### src/rtl/rr_otf_converter.sv
// On-the-fly conversion of a radix-R signed-digit MSDF product stream into a
// two's-complement word. Q holds the prefix value and QM holds Q-1; each digit
// picks one of them as the base, shifts it by L bits and fills the low bits.
// No final carry-propagate add is needed.
module rr_otf_converter #(
  parameter int unsigned RADIX   = 4,
  parameter int unsigned NDIGITS = 8,
  localparam int unsigned L = $clog2(RADIX),
  localparam int unsigned D = $clog2(RADIX) + 1,
  localparam int unsigned W = NDIGITS * $clog2(RADIX) + 1
) (
  input  logic         clk,
  input  logic         rst_n,
  input  logic         in_valid,
  output logic         in_ready,
  input  logic         in_first,
  input  logic [D-1:0] in_digit,
  output logic         out_valid,
  input  logic         out_ready,
  output logic [W-1:0] result,
  output logic         digit_err
);

  localparam int unsigned CW = $clog2(NDIGITS + 1);
  // -RADIX is the only encodable illegal digit; it is replaced by -(RADIX-1).
  localparam logic [D-1:0] ILLEGAL   = D'(RADIX);
  localparam logic [D-1:0] MIN_LEGAL = D'(RADIX + 1);

  typedef enum logic {
    ACCUM = 1'b0,
    HOLD  = 1'b1
  } state_t;

  state_t        state, state_n;
  logic [W-1:0]  q_r, qm_r, q_n, qm_n, result_n;
  logic [CW-1:0] cnt, cnt_n, cnt_inc;
  logic          err_n, in_ready_n, out_valid_n;

  logic          accept, start, illegal, dig_pos;
  logic [D-1:0]  dig;
  logic [L-1:0]  fill_q, fill_qm;
  logic [W-1:0]  base_q, base_qm, q_sel, qm_sel, upd_q, upd_qm;

  // Digit datapath: choose bases, then R*base plus low-bit fill.
  always_comb begin
    accept  = in_valid & in_ready;
    start   = in_first | (cnt == '0);
    illegal = (in_digit == ILLEGAL);
    dig     = illegal ? MIN_LEGAL : in_digit;
    dig_pos = !dig[D-1] && (dig != '0);
    // Low L bits of q and q-1 equal the fills for every digit sign.
    fill_q  = dig[L-1:0];
    fill_qm = dig[L-1:0] - L'(1);
    base_q  = start ? '0 : q_r;
    base_qm = start ? '1 : qm_r;
    q_sel   = dig[D-1] ? base_qm : base_q;
    qm_sel  = dig_pos  ? base_q  : base_qm;
    upd_q   = (q_sel  << L) | W'(fill_q);
    upd_qm  = (qm_sel << L) | W'(fill_qm);
    cnt_inc = start ? CW'(1) : cnt + CW'(1);
  end

  // Next-state and next-register values for the accumulate/hold controller.
  always_comb begin
    state_n     = state;
    q_n         = q_r;
    qm_n        = qm_r;
    cnt_n       = cnt;
    result_n    = result;
    err_n       = digit_err;
    in_ready_n  = in_ready;
    out_valid_n = out_valid;
    case (state)
      ACCUM: begin
        if (accept) begin
          q_n   = upd_q;
          qm_n  = upd_qm;
          err_n = start ? illegal : (digit_err | illegal);
          cnt_n = cnt_inc;
          if (cnt_inc == CW'(NDIGITS)) begin
            state_n     = HOLD;
            cnt_n       = '0;
            result_n    = upd_q;
            in_ready_n  = 1'b0;
            out_valid_n = 1'b1;
          end
        end
      end
      HOLD: begin
        if (out_ready) begin
          state_n     = ACCUM;
          q_n         = '0;
          qm_n        = '1;
          err_n       = 1'b0;
          in_ready_n  = 1'b1;
          out_valid_n = 1'b0;
        end
      end
      default: begin
        state_n     = ACCUM;
        in_ready_n  = 1'b1;
        out_valid_n = 1'b0;
      end
    endcase
  end

  // State and datapath registers.
  always_ff @(posedge clk or negedge rst_n) begin
    if (!rst_n) begin
      state     <= ACCUM;
      q_r       <= '0;
      qm_r      <= '1;
      cnt       <= '0;
      result    <= '0;
      digit_err <= 1'b0;
      in_ready  <= 1'b1;
      out_valid <= 1'b0;
    end else begin
      state     <= state_n;
      q_r       <= q_n;
      qm_r      <= qm_n;
      cnt       <= cnt_n;
      result    <= result_n;
      digit_err <= err_n;
      in_ready  <= in_ready_n;
      out_valid <= out_valid_n;
    end
  end

endmodule

### config.mk
export PLATFORM = sky130hd
export DESIGN_NAME = rr_otf_converter
export DESIGN_NICKNAME = d
export VERILOG_FILES = /design/src/rtl/rr_otf_converter.sv
export SDC_FILE = /design/constraint.sdc
export NUM_CORES = 1
export LEC_CHECK = 0
export CORE_MARGIN = 3
export CORE_UTILIZATION = 50
export CTS_CLUSTER_DIAMETER = 200
export DETAILED_ROUTE_END_ITERATION = 7
export GPL_TIMING_DRIVEN = 1
export PLACE_DENSITY = 0.75
export SETUP_SLACK_MARGIN = 0.15
export SYNTH_ARGS = -nofsm -noshare
export SYNTH_HDL_FRONTEND = slang
export SYNTH_SLANG_ARGS = --single-unit
### constraint.sdc
create_clock -name clk -period 1.75 [get_ports clk]
set_input_delay 0.35 -clock clk [delete_from_list [all_inputs] [get_ports clk]]
set_output_delay 0.35 -clock clk [all_outputs]
set_load 0.01 [all_outputs]
==> flow_summary.json <==
{
  "status": "complete, but fails checks",
  "violations": "negative setup slack",
  "fin_nets": 312,
  "synthArstFlopShare_pct": 100,
  "p_total_mw": 6.29,
  "antenna_left": 0,
  "rsz0062_at_grt": "yes",
  "grt_pass1_vias": 2228,
  "grt_max_degree": 56,
  "powerDensity_nw_per_um2": 1630,
  "fin_skew_ps": 5.75,
  "synth_common_cells": "39 x dfrtp_1, 30 x a31oi_1, 22 x inv_1, 22 x nand2_1, 16 x dfstp_2",
  "cts_tree": "built",
  "timing.final.max_slew_violations": 0,
  "synth.distinct_cells": 36,
  "p_sw_mw": 2.35,
  "ys_seq_area_share_pct": 53.0,
  "yosysTopAreaCell": "dfrtp_1",
  "cts_buffers": 5,
  "grt_remaining_overflow": 0,
  "cts-hold-fix-buffers": 0,
  "synth_top_family_by_area": "compound AO/OA/AOI/OAI gates",
  "holdWs_ps": 19.1,
  "finalSetupTns_ps": -3870,
  "grtUsageTotal_pct": 22.1,
  "n_fill_cell": 293,
  "path_clk_slew_ps": 100,
  "synth_area_um2": 2640,
  "syn_inst": 245,
  "synth_seq_cells": 55,
  "die-area_um2": 6180,
  "coreArea_um2": 4910,
  "reg2reg_slack_ps": -160,
  "wl_per_cell_um": 20.5,
  "path_class": "flip-flop to flip-flop",
  "synth.most_common_cell": "dfrtp_1",
  "crit_fanout": 8,
  "layout-drive-gt1-share_pct": 43.7,
  "internal-power_mw": 3.94,
  "p_comb_share_pct": 49.4,
  "port-buffer-count": 27,
  "synth_flop_cell": "dfrtp_1",
  "yosysWarnings": 0,
  "worstRegToRegCells": 7,
  "drv_cap": 0,
  "syn_nets": 256,
  "r2r_end": "result[3]$_DFFE_PN0P_",
  "synthMuxAreaShare_pct": 7.21,
  "clockRootBuffer": "clkbuf_8",
  "setup_viol_count_final": 44,
  "clock_power_share_pct": 11.5,
  "cts.htree.levels": 2,
  "wl_mm": 7.56,
  "layout_setup_ws_ps": -156,
  "synth_xor_area_share_pct": 0.332,
  "swShare_pct": 37.4,
  "worstHoldPathType": "primary input to asynchronous set/reset pin",
  "finalCritPeriodShare_pct": 109,
  "peakVddDrop_v": 0.00106,
  "dp_hpwl_mm": 3.78,
  "die_h_um": 78.6,
  "synth_area_leaders": "dfrtp_1 37%, dfstp_2 16%, a31oi_1 7.1%",
  "clock_path_buffers": 2,
  "netlist.area_leader.share_pct": 37.0,
  "grt_antenna_before_repair": 0,
  "worst_slew_pin_slew_ps": 339,
  "initial_core_util_pct": 53.7,
  "post-route-min-period_ps": 1910,
  "pin_count": 28,
  "finalWeightedCongestion": 0.807,
  "reg2reg_from": "cnt[0]$_DFFE_PN0P_",
  "hold_viol_final": 0,
  "end_kind": "flip-flop",
  "num_vias": 2348,
  "final_util_pct": 78.5,
  "num_rows": 25,
  "startpoint_type": "flip-flop",
  "clock_latency_ps": 310,
  "synth-simple-area-share_pct": 9.44,
  "synthToLayoutAreaGrowth_pct": 46.3,
  "cts.sinks": 55,
  "seq_power_share_pct": 39.1,
  "max_freq_mhz": 525,
  "place_ws_ps": -261,
  "cp.arrival_ps": 2110,
  "synth_edf_count": 0,
  "num_antenna_cells": 0,
  "drt-vias-per-instance": 6.36,
  "synth_fa_ha_area_share_pct": 1.42,
  "multiInputGateArea_um2": 1420,
  "relSlewSlack_pct": 77.2,
  "drc_errors": 0,
  "dr.pass1.iters": 6,
  "synth-compound-area-share_pct": 20.7,
  "worstPathRequired_ps": 1960,
  "syn_area_per_cell_um2": 10.8,
  "drtIter0Drc": 232,
  "layout.area.seq_um2": 1400,
  "die_x_um": 78.6,
  "p_leak_nw": 1.85,
  "grt_pass1_wl_mm": 10.8
}
==> how the worst max path moves through the flow <==
stage,cells after the start,to,startpoint
after floorplan,8,result[6]$_DFFE_PN0P_,cnt[0]$_DFFE_PN0P_
after global placement,8,qm_r[12]$_DFFE_PN1P_,in_digit[1]
after detailed placement,8,qm_r[7]$_DFFE_PN1P_,in_digit[1]
after CTS,7,result[4]$_DFFE_PN0P_,cnt[0]$_DFFE_PN0P_
after global routing,8,qm_r[6]$_DFFE_PN1P_,cnt[1]$_DFFE_PN0P_
final,7,result[3]$_DFFE_PN0P_,cnt[0]$_DFFE_PN0P_
==> power by group through the flow <==
stage / clock (mW) / combinational (mW) / sequential, mW
final: 0.726 / 3.11 / 2.46
after global routing: 0.789 / 3.30 / 2.52
after CTS: 0.728 / 2.64 / 2.35
after detailed placement: 0 / 2.28 / 2.36
after global placement: 0 / 2.23 / 2.34
after floorplan: 0 / 1.29 / 2.39
==> critical path, cell delays in order (launching register included) <==
cell and delay (ps):
dfrtp_1 420, inv_2 90, ha_4 140, or3b_4 410, buf_12 170, a31oi_4 210, a31oi_2 70, mux2_4 290
==> per-stage QoR <==
step,instance area [µm²],cells
floorplan,2640,245
global route,3860,369
global placement,3150,346
detailed placement,3150,346
CTS,3470,364
finish,3860,369
==> registers in the layout, summed over array words and instances (netlist names) <==
signal     cells
in_ready       1
out_valid      1
digit_err      1
result        17
state          1
cnt            4
q_r           15
qm_r          15
==> cells by family (layout without fill, tap and decap cells) <==
group,Yosys count,in the layout
fa+ha+maj,3,3
xor+xnor,1,1
flops,55,55
buf+inv,43,100
simple gates,52,52
compound gates,74,74
mux,17,17
==> area by class of cell <==
type,instances,area share [%]
Sequential cell,55,36.2
Timing Repair Buffer,70,20.4
Tap cell,67,2.17
Clock buffer,5,1.78
Multi-Input combinational cell,147,36.7
Inverter,22,2.14
Clock inverter,3,0.584
==> routing by layer <==
metal  part of all wire (%)  GRT usage (%)
met5                      0              0
met4                    3.1           8.04
met3                    5.2           3.33
met2                     53           37.3
met1                     39           28.6
==> cell usage in the layout (no fill, tap or decap), drive strengths merged <==
cell,count
nand2,22
dfrtp,39
a31oi,30
mux2i,1
clkdlybuf4s15,1
o211ai,1
nand3,2
clkinv,2
dlymetal6s2s,10
nand4b,2
buf,41
a22o,14
nand3b,1
o21ai,7
or3,1
inv,23
a221oi,14
nor3,4
clkdlybuf4s50,15
and3b,1
o2111ai,1
and3,1
o41ai,1
nor2,15
a21o,2
dfstp,16
nor3b,2
a21oi,4
ha,3
xnor2,1
or3b,1
mux2,16
clkbuf,8
==> timing repair <==
item | 4_1_cts | 5_1_grt
cloned | 3 | 3
setup buffers | 7 | 2
setup endpoints to repair | 48 | 63
resized for setup | 28 | 71
pin swaps | 3 | 7
No activity file was read; power rests on OpenSTA's default activity.
